==> src/rtl/hex_scan_controller_if.sv <==
// Write bus from the board logic plus the scanned display outputs of
// hex_scan_controller. The board logic is the master, the controller the slave.
interface hex_scan_controller_if #(
   parameter int NUM_DIGITS = 6
);
   logic                      wr_en;
   logic [2:0]                wr_addr;
   logic [3:0]                wr_data;
   logic                      wr_blank;
   logic [7*NUM_DIGITS-1:0]   seg_out;
   logic [2:0]                scan_idx;
   logic                      frame_done;

   modport master (
      output wr_en, wr_addr, wr_data, wr_blank,
      input  seg_out, scan_idx, frame_done
   );

   modport slave (
      input  wr_en, wr_addr, wr_data, wr_blank,
      output seg_out, scan_idx, frame_done
   );
endinterface

==> src/rtl/hex_scan_controller.sv <==
// hex_scan_controller: one shared hex decoder scanned across NUM_DIGITS
// seven-segment displays. Each digit holds a 4-bit value and a blank flag.
// A paced pointer decodes one digit per scan slot and latches the pattern
// into that digit's output register.
module hex_scan_controller #(
   parameter int NUM_DIGITS = 6,
   parameter int SCAN_DIV   = 4
) (
   input  logic                  Clock,
   input  logic                  Resetn,
   hex_scan_controller_if.slave  bus
);
   localparam int IDX_W = (NUM_DIGITS > 1) ? $clog2(NUM_DIGITS) : 1;
   localparam int DIV_W = (SCAN_DIV > 1) ? $clog2(SCAN_DIV) : 1;

   // Segment encoding: bit j is segment j (a = bit 0 .. g = bit 6), 1 = lit.
   function automatic logic [6:0] hex_decoder(input logic [3:0] v);
      logic [6:0] seg;
      case (v)
         4'h0:    seg = 7'b0111111;
         4'h1:    seg = 7'b0000110;
         4'h2:    seg = 7'b1011011;
         4'h3:    seg = 7'b1001111;
         4'h4:    seg = 7'b1100110;
         4'h5:    seg = 7'b1101101;
         4'h6:    seg = 7'b1111101;
         4'h7:    seg = 7'b0000111;
         4'h8:    seg = 7'b1111111;
         4'h9:    seg = 7'b1101111;
         4'hA:    seg = 7'b1110111;
         4'hB:    seg = 7'b1111100;
         4'hC:    seg = 7'b0111001;
         4'hD:    seg = 7'b1011110;
         4'hE:    seg = 7'b1111001;
         4'hF:    seg = 7'b1110001;
         default: seg = 7'b0000000;
      endcase
      return seg;
   endfunction

   logic [NUM_DIGITS-1:0][3:0] val_q, val_d;
   logic [NUM_DIGITS-1:0]      blank_q, blank_d;
   logic [NUM_DIGITS-1:0][6:0] seg_q, seg_d;
   logic [DIV_W-1:0]           div_q, div_d;
   logic [2:0]                 scan_idx_q, scan_idx_d;
   logic                       frame_done_q, frame_done_d;

   logic                       capture_s;
   logic                       last_digit_s;
   logic                       wr_legal_s;
   logic [IDX_W-1:0]           wr_idx_s;
   logic [IDX_W-1:0]           cur_idx_s;
   logic [6:0]                 dec_s;

   assign capture_s    = (div_q == DIV_W'(SCAN_DIV - 1));
   assign last_digit_s = (scan_idx_q == 3'(NUM_DIGITS - 1));
   assign wr_legal_s   = bus.wr_en && (int'(bus.wr_addr) < NUM_DIGITS);
   assign wr_idx_s     = bus.wr_addr[IDX_W-1:0];
   assign cur_idx_s    = scan_idx_q[IDX_W-1:0];

   // Next-state: digit writes, pacing counter, scan pointer and capture.
   // The capture reads pre-edge storage, so a same-edge write to the digit
   // being captured only shows up one frame later.
   always_comb begin
      val_d        = val_q;
      blank_d      = blank_q;
      seg_d        = seg_q;
      div_d        = div_q;
      scan_idx_d   = scan_idx_q;
      frame_done_d = 1'b0;
      dec_s        = blank_q[cur_idx_s] ? 7'b0000000 : hex_decoder(val_q[cur_idx_s]);

      if (wr_legal_s) begin
         val_d[wr_idx_s]   = bus.wr_data;
         blank_d[wr_idx_s] = bus.wr_blank;
      end else begin
         val_d   = val_q;
         blank_d = blank_q;
      end

      if (capture_s) begin
         div_d            = '0;
         seg_d[cur_idx_s] = dec_s;
         frame_done_d     = last_digit_s;
         if (last_digit_s) begin
            scan_idx_d = 3'd0;
         end else begin
            scan_idx_d = scan_idx_q + 3'd1;
         end
      end else begin
         div_d = div_q + DIV_W'(1);
      end
   end

   // State registers; reset blanks every digit and restarts the scan.
   always_ff @(posedge Clock or negedge Resetn) begin
      if (!Resetn) begin
         val_q        <= '0;
         blank_q      <= '1;
         seg_q        <= '0;
         div_q        <= '0;
         scan_idx_q   <= 3'd0;
         frame_done_q <= 1'b0;
      end else begin
         val_q        <= val_d;
         blank_q      <= blank_d;
         seg_q        <= seg_d;
         div_q        <= div_d;
         scan_idx_q   <= scan_idx_d;
         frame_done_q <= frame_done_d;
      end
   end

   assign bus.seg_out    = seg_q;
   assign bus.scan_idx   = scan_idx_q;
   assign bus.frame_done = frame_done_q;
endmodule

==> src/flat_wrapper.sv <==
// flat-port wrapper written by rule: the top's interface ports become plain ports
module hex_scan_controller_flat 
#(
   parameter int NUM_DIGITS = 6,
   parameter int SCAN_DIV   = 4
)
  (Clock, Resetn, bus_wr_en, bus_wr_addr, bus_wr_data, bus_wr_blank, bus_seg_out, bus_scan_idx, bus_frame_done);
  hex_scan_controller_if #(.NUM_DIGITS(NUM_DIGITS)) bus_i ();
  input  logic Clock;
  input  logic Resetn;
  input wire logic [$bits(bus_i.wr_en)-1:0] bus_wr_en;
  input wire logic [$bits(bus_i.wr_addr)-1:0] bus_wr_addr;
  input wire logic [$bits(bus_i.wr_data)-1:0] bus_wr_data;
  input wire logic [$bits(bus_i.wr_blank)-1:0] bus_wr_blank;
  output wire logic [$bits(bus_i.seg_out)-1:0] bus_seg_out;
  output wire logic [$bits(bus_i.scan_idx)-1:0] bus_scan_idx;
  output wire logic [$bits(bus_i.frame_done)-1:0] bus_frame_done;
  assign bus_i.wr_en = bus_wr_en;
  assign bus_i.wr_addr = bus_wr_addr;
  assign bus_i.wr_data = bus_wr_data;
  assign bus_i.wr_blank = bus_wr_blank;
  assign bus_seg_out = bus_i.seg_out;
  assign bus_scan_idx = bus_i.scan_idx;
  assign bus_frame_done = bus_i.frame_done;
  hex_scan_controller #(.NUM_DIGITS(NUM_DIGITS), .SCAN_DIV(SCAN_DIV)) u_core (.Clock(Clock), .Resetn(Resetn), .bus(bus_i));
endmodule
==> config.mk <==
export PLATFORM = sky130hd
export DESIGN_NAME = hex_scan_controller_flat
export DESIGN_NICKNAME = d
export VERILOG_FILES = /design/src/rtl/hex_scan_controller_if.sv /design/src/rtl/hex_scan_controller.sv /design/src/flat_wrapper.sv
export SDC_FILE = /design/constraint.sdc
export NUM_CORES = 1
export LEC_CHECK = 0
export CORE_MARGIN = 2
export CORE_UTILIZATION = 50
export DETAILED_ROUTE_END_ITERATION = 7
export DONT_BUFFER_PORTS = 1
export GPL_TIMING_DRIVEN = 0
export PLACE_DENSITY = 0.62
export SYNTH_ARGS = -nofsm -noshare
export SYNTH_HDL_FRONTEND = slang
export SYNTH_SLANG_ARGS = --single-unit
export TNS_END_PERCENT = 1
==> constraint.sdc <==
create_clock -name Clock -period 3.5 [get_ports Clock]
set_clock_uncertainty 0.05 [all_clocks]
set_input_delay 0.35 -clock Clock [delete_from_list [all_inputs] [get_ports Clock]]
set_output_delay 0.35 -clock Clock [all_outputs]
set_load 0.02 [all_outputs]
==> results.sh, run 1 <==
export IMPL_fin_setup_tns_ns=0
export IMPL_sw_frac_of_total=0.378
export IMPL_rsz0062_at_grt="no"
export IMPL_worst_hold_slack_ns=0.0988
export IMPL_grt_pass1_vias=2498
export IMPL_netlist_area_sq_um=3590
export IMPL_die_x_um=88.7
export IMPL_setup_viol=0
export IMPL_synth_compound_area_frac=0.115
export IMPL_rows=30
export IMPL_synthAdderAreaFrac=0.0244
export IMPL_r2r_start="u_core.bus.scan_idx[1]"
export IMPL_reg2reg_to="u_core.bus.seg_out[24]"
export IMPL_crit_fanout=10
export IMPL_worst_setup_path_type="reg -> reg"
export IMPL_dp_hpwl_mm=5.55
export IMPL_endpoint_kind="flop"
export IMPL_synth_xor_area_frac=0.00244
export IMPL_fill_cells=614
export IMPL_syn_inst=313
export IMPL_cts_tree="built"
export IMPL_p_total_mw=2.66
export IMPL_grt_max_degree=79
export IMPL_drt_iter0_markers=135
export IMPL_gr_total_overflow=0
export IMPL_r2r_slack_ns=0.29
export IMPL_slew_headroom=0.346
export IMPL_grt_first_pass_wirelength_mm=12.6
export IMPL_grt_util_all_layers=0.216
export IMPL_post_cts_buffers=0
export IMPL_async_reset_ff_frac=1.00
export IMPL_wl_per_cell_um=18.4
export IMPL_max_freq_ghz=0.311
export IMPL_htreeDepth=3
export IMPL_postSynthAreaPerCell_sq_um=11.5
export IMPL_antenna_found_initial=0
export IMPL_cts_buffers=9
export IMPL_avgViaCountPerCell=5.73
export IMPL_dieArea_sq_um=7870
export IMPL_crit_path_end="u_core.bus.seg_out[24]"
export IMPL_power_leakage_nw=1.67
export IMPL_intPower_mw=1.65
export IMPL_postRouteAntennaNets=0
export IMPL_io_buffers=0
export IMPL_clock_sinks=78
export IMPL_synth_nets=331
export IMPL_cp_arrival_ns=3.42
export IMPL_initial_core_util=0.523
export IMPL_fin_crit_sh=0.917
export IMPL_max_vdd_ir_drop_v=0.000326
export IMPL_yosys_warnings=0
export IMPL_slew_viol_final=0
export IMPL_num_io_pins=57
export IMPL_start_kind="flop"
export IMPL_dr_pass1_iters=4
export IMPL_syn_to_final_growth_pct=9.31
export IMPL_final_layout_size_suffix_gt1_frac=0.211
export IMPL_finalHoldViolCount=0
export IMPL_power_density_nw_per_um2=678
export IMPL_remaining_drc_errors=0
export IMPL_core_region_area_sq_um=6870
export IMPL_nNetsFinal=344
export IMPL_final_cell_mix="dfrtp_1, nand2_1, mux2_2"
export IMPL_synth_edf_count=0
export IMPL_gp_congestion=0.849
export IMPL_ys_types=47
export IMPL_wl_mm=7.87
export IMPL_maxCapViolCount=0
export IMPL_clock_latency_ns=0.34
export IMPL_cts_root_buf="clkbuf_8"
export IMPL_crit_path_start="u_core.bus.scan_idx[1]"
export IMPL_postPlaceCellArea_sq_um=3710
export IMPL_p_sw_mw=1.01
export IMPL_muxShareOfSynthArea=0.168
export IMPL_hold_path_class="in -> reg"
export IMPL_via_count=2447
export IMPL_ys_flop_type="dfrtp_1"
export IMPL_stdcell_area_sq_um=3920
export IMPL_required_ns=3.71
export IMPL_power_frac_seq=0.579
export IMPL_synth_seq_cells=78
export IMPL_die_y_um=88.7
export IMPL_status="completed"
export IMPL_synth_seq_area_share=0.546
export IMPL_period_minus_slack_ns=3.21
export IMPL_p_comb_frac=0.202
export IMPL_synth_top_family_by_area="multiplexers"
export IMPL_ff2ff_path_depth=11
export IMPL_final_common_cell="dfrtp_1"
export IMPL_clk_path_buf_depth=2
export IMPL_p_clk_frac=0.219
export IMPL_yosys_area_share_simple=0.126
export IMPL_worst_slew_pin_slew_ns=0.978
export IMPL_cts_reportedPaths_clkPinSlew_ns=0.08
export IMPL_diodes=0
==> worst min-delay path by stage <==
stage	startpoint	end	slack, ns	cells past startpoint
finish	bus_wr_data[1]	u_core.val_q[5]	0.1	1
global route	bus_wr_data[1]	u_core.val_q[9]	0.08	1
CTS	bus_wr_data[1]	u_core.val_q[13]	0.08	1
detailed placement	Resetn	u_core.val_q[7]	0.006	0
global placement	Resetn	u_core.val_q[11]	0.006	0
floorplan	Resetn	u_core.bus.frame_done	0.004	0
==> kinds of logic (layout without fill, tap and decap cells) <==
family | count (synthesis) | in the layout
XOR/XNOR | 1 | 1
adder cells (fa/ha/maj) | 7 | 7
AO/OA/AOI/OAI | 61 | 61
multiplexers | 54 | 54
buffers and inverters | 14 | 32
flip-flops | 78 | 78
AND/OR/NAND/NOR | 98 | 98
==> worst max-delay path: stages (launching register included) <==
cell	delay, ns
dfrtp_1	0.57
clkbuf_1	0.41
nand2b_1	0.19
o22ai_1	0.13
nor2_1	0.31
inv_1	0.14
ha_1	0.27
nor3b_1	0.16
a32o_1	0.22
a211oi_1	0.24
mux2i_2	0.21
o21ai_0	0.21
==> routing by layer <==
layer / track usage / up-vias / wire length (um)
li1: - / 1154 / -
met1: 0.299 / 1230 / 3600
met2: 0.330 / 52 / 3730
met3: 0.0504 / 11 / 435
met4: 0.0826 / 0 / 116
met5: 0 / - / 0
==> stage by stage <==
step	util	worst slack [ns]	cells
2_1_floorplan	-	0.875	313
3_3_place_gp	0.540	0.227	409
3_5_place_dp	0.540	0.228	409
4_1_cts	0.570	0.184	427
5_1_grt	0.571	0.0393	427
6_report	0.571	0.289	427
==> registers in the layout, summed over array words and instances, names as in the netlist <==
register,cells
u_core.div_q,2
u_core.bus.frame_done,1
u_core.blank_q,6
u_core.bus.seg_out,42
u_core.bus.scan_idx,3
u_core.val_q,24
==> timing repair <==
item | in CTS | in global routing
hold endpoints to repair | 78 | 0
setup endpoints to repair | 0 | 6
gates resized for setup | 0 | 2
hold buffers | 2 | 0
==> power by group through the flow <==
stage | registers (mW) | logic (mW) | clock network, mW
4_1_cts | 1.55 | 0.537 | 0.601
5_1_grt | 1.58 | 0.613 | 0.635
3_3_place_gp | 1.56 | 0.495 | 0
2_1_floorplan | 1.51 | 0.407 | 0
6_report | 1.54 | 0.538 | 0.582
3_5_place_dp | 1.57 | 0.509 | 0
==> cell type report <==
| cell class | instances | area [sq um] | area share |
|---|---|---|---|
| Sequential cell | 78 | 1960 | 0.499 |
| Multi-Input combinational cell | 221 | 1570 | 0.401 |
| Timing Repair Buffer | 2 | 37.5 | 0.00957 |
| Clock buffer | 11 | 131 | 0.0335 |
| Tap cell | 96 | 120 | 0.0306 |
| Buffer | 9 | 48.8 | 0.0124 |
| Inverter | 5 | 18.8 | 0.00478 |
| Clock inverter | 5 | 36.3 | 0.00925 |
==> cell usage after synthesis (2+ instances only) <==
cell | count | share of area
mux2i_1 | 17 | 0.047
inv_1 | 5 | 0.0052
o31ai_1 | 12 | 0.025
o221ai_2 | 2 | 0.0084
dfrtp_1 | 72 | 0.50
and3_1 | 2 | 0.0035
clkbuf_1 | 4 | 0.0042
nand3_1 | 7 | 0.0098
a31oi_1 | 6 | 0.010
nand4b_1 | 2 | 0.0049
nor2b_1 | 2 | 0.0035
or3_1 | 2 | 0.0035
ha_1 | 7 | 0.024
dfstp_2 | 6 | 0.044
o21ai_1 | 4 | 0.0056
nand2b_1 | 5 | 0.0087
mux2_2 | 34 | 0.11
nand2_1 | 51 | 0.053
buf_2 | 3 | 0.0042
nor2_1 | 11 | 0.012
nor3_1 | 8 | 0.011
o21ai_0 | 22 | 0.031
nor3b_1 | 5 | 0.010
No activity file was read; power rests on OpenSTA's default activity.
==> run 2: changes to the inputs <==
Settings changed: PLACE_DENSITY 0.62 to 0.65.
Clock period 3.5 ns to 2.9 ns, I/O delays scaled along.
==> run 2 against run 1 <==
Net effect: global-route usage rose by 1.1 points; sequential share of layout area fell by 2.0 points; fmax rose by 19%; combinational power rose by 30%; setup slack got worse by 0.095 ns; critical path depth rose by 1; worst hold slack got worse by 0.073 ns; critical endpoint unchanged; largest cell class unchanged.
==> results.sh, run 2 (synthesis gave the netlist of run 1 again) <==
export IMPL_power_density_nw_per_um2=851
export IMPL_gp_congestion=0.792
export IMPL_max_vdd_ir_drop_v=0.000405
export IMPL_power_leakage_nw=1.75
export IMPL_gr_total_overflow=0
export IMPL_slew_viol_final=0
export IMPL_clock_latency_ns=0.36
export IMPL_io_buffers=0
export IMPL_fin_cells=433
export IMPL_drt_iter0_markers=213
export IMPL_hold_path_class="in -> reg"
export IMPL_cts_root_buf="clkbuf_8"
export IMPL_period_minus_slack_ns=2.71
export IMPL_avgViaCountPerCell=5.74
export IMPL_crit_family="compound AO/OA/AOI/OAI gates"
export IMPL_fin_crit_sh=0.933
export IMPL_worst_slew_pin_slew_ns=0.968
export IMPL_start_kind="flop"
export IMPL_cts_buffers=9
export IMPL_diodes=0
export IMPL_critPathSlowestCell="dfrtp_2"
export IMPL_cp_arrival_ns=2.93
export IMPL_syn_to_final_growth_pct=14.0
export IMPL_wl_per_cell_um=18.9
export IMPL_fin_setup_tns_ns=0
export IMPL_final_common_cell="dfrtp_1"
export IMPL_grt_pass1_vias=2546
export IMPL_cts_tree="built"
export IMPL_utilization=0.596
export IMPL_remaining_drc_errors=0
export IMPL_htreeDepth=3
export IMPL_p_total_mw=3.48
export IMPL_rsz0062_at_grt="no"
export IMPL_dp_hpwl_mm=5.61
export IMPL_critPathBufInv=3
export IMPL_grt_util_all_layers=0.227
export IMPL_max_stage_delay_ns=0.52
export IMPL_cts_reportedPaths_clkPinSlew_ns=0.08
export IMPL_via_count=2487
export IMPL_clock_sinks=78
export IMPL_nNetsFinal=351
export IMPL_final_cell_mix="dfrtp_1, nand2_1, mux2_2"
export IMPL_initial_core_util=0.523
export IMPL_crit_fanout=8
export IMPL_setup_viol=0
export IMPL_num_io_pins=57
export IMPL_status="completed"
export IMPL_finalHoldViolCount=0
export IMPL_die_y_um=88.7
export IMPL_dp_slack_ns=-0.559
export IMPL_final_layout_size_suffix_gt1_frac=0.267
export IMPL_endpoint_kind="flop"
export IMPL_clk_path_buf_depth=2
export IMPL_postLayoutSetupSlackWorst_ns=0.194
export IMPL_wl_mm=8.19
export IMPL_postRouteAntennaNets=0
export IMPL_largest_reg_flops=42
export IMPL_slew_headroom=0.350
export IMPL_rows=30
export IMPL_grt_max_degree=79
export IMPL_worstPathCellList="buf_8, mux2i_1, nor2_1, nor3_2, inv_2, ha_2, nor3b_1, a32o_1, a211oi_2, mux2i_2, buf_4, o21ai_0"
export IMPL_fill_cells=570
export IMPL_grt_first_pass_wirelength_mm=13.2
export IMPL_max_freq_ghz=0.370
export IMPL_worst_setup_path_type="reg -> reg"
export IMPL_required_ns=3.13
export IMPL_maxCapViolCount=0
export IMPL_antenna_found_initial=0
export IMPL_dp_cells=409
export IMPL_dr_pass1_iters=4
export IMPL_dieArea_sq_um=7870
export IMPL_core_region_area_sq_um=6870
export IMPL_die_x_um=88.7
run 2: cell count changes in the layout (fill, tap and decap cells not counted), sizes merged:
cell	delta
bufinv	+2
buf	+8
clkbuf	-1
clkinvlp	-3
run 2: final timing paths:
kind | startpoint | endpoint | slack, ns | cells after the start
max | u_core.bus.scan_idx[0] | u_core.bus.seg_out[24] | 0.19 | 12
min | bus_wr_blank | u_core.blank_q[1] | 0.03 | 1
max reg2reg | u_core.bus.scan_idx[0] | u_core.bus.seg_out[24] | 0.19 | 12
min reg2reg | u_core.div_q[0] | u_core.div_q[0] | 0.38 | 1
max in group asynchronous | Resetn | u_core.blank_q[5] | 2.04 | 2
min in group asynchronous | Resetn | u_core.bus.seg_out[23] | 0.44 | 2
run 2: cell type report:
| cell class | count | area (sq um) | area share |
|---|---|---|---|
| Sequential cell | 78 | 1960 | 0.480 |
| Multi-Input combinational cell | 221 | 1620 | 0.396 |
| Clock buffer | 11 | 151 | 0.0370 |
| Tap cell | 96 | 120 | 0.0294 |
| Timing Repair Buffer | 9 | 90.1 | 0.0220 |
| Clock inverter | 4 | 70.1 | 0.0171 |
| Buffer | 9 | 58.8 | 0.0144 |
| Inverter | 5 | 18.8 | 0.00459 |
run 2: layer usage:
metal | routed length (um) | part of all wire | track usage
met4 | 115 | 0.014 | 0.101
met2 | 3820 | 0.47 | 0.341
met1 | 3660 | 0.45 | 0.304
met3 | 592 | 0.072 | 0.0672
met5 | 0 | 0 | 0
run 2: where the power goes:
part | switching [mW] | internal (mW)
Combinational | 0.384 | 0.315
Sequential | 0.465 | 1.40
Clock | 0.389 | 0.524
Total | 1.24 | 2.24
run 2: stage by stage:
step           hold slack [ns]  area, sq um
2_1_floorplan          -0.0556         3590
3_3_place_gp           -0.0526         3710
3_5_place_dp           -0.0522         3710
4_1_cts                 0.0184         4040
5_1_grt                 0.0179         4090
6_report                0.0262         4090
run 2: repair_timing:
item                                    CTS  global route
hold buffers                              2             0
endpoints found under the setup margin   14            11
gates cloned                              0             0
endpoints found under the hold margin    78             0
resized for setup                        11             9
buffers inserted                          6             1
pin swaps                                 2             3
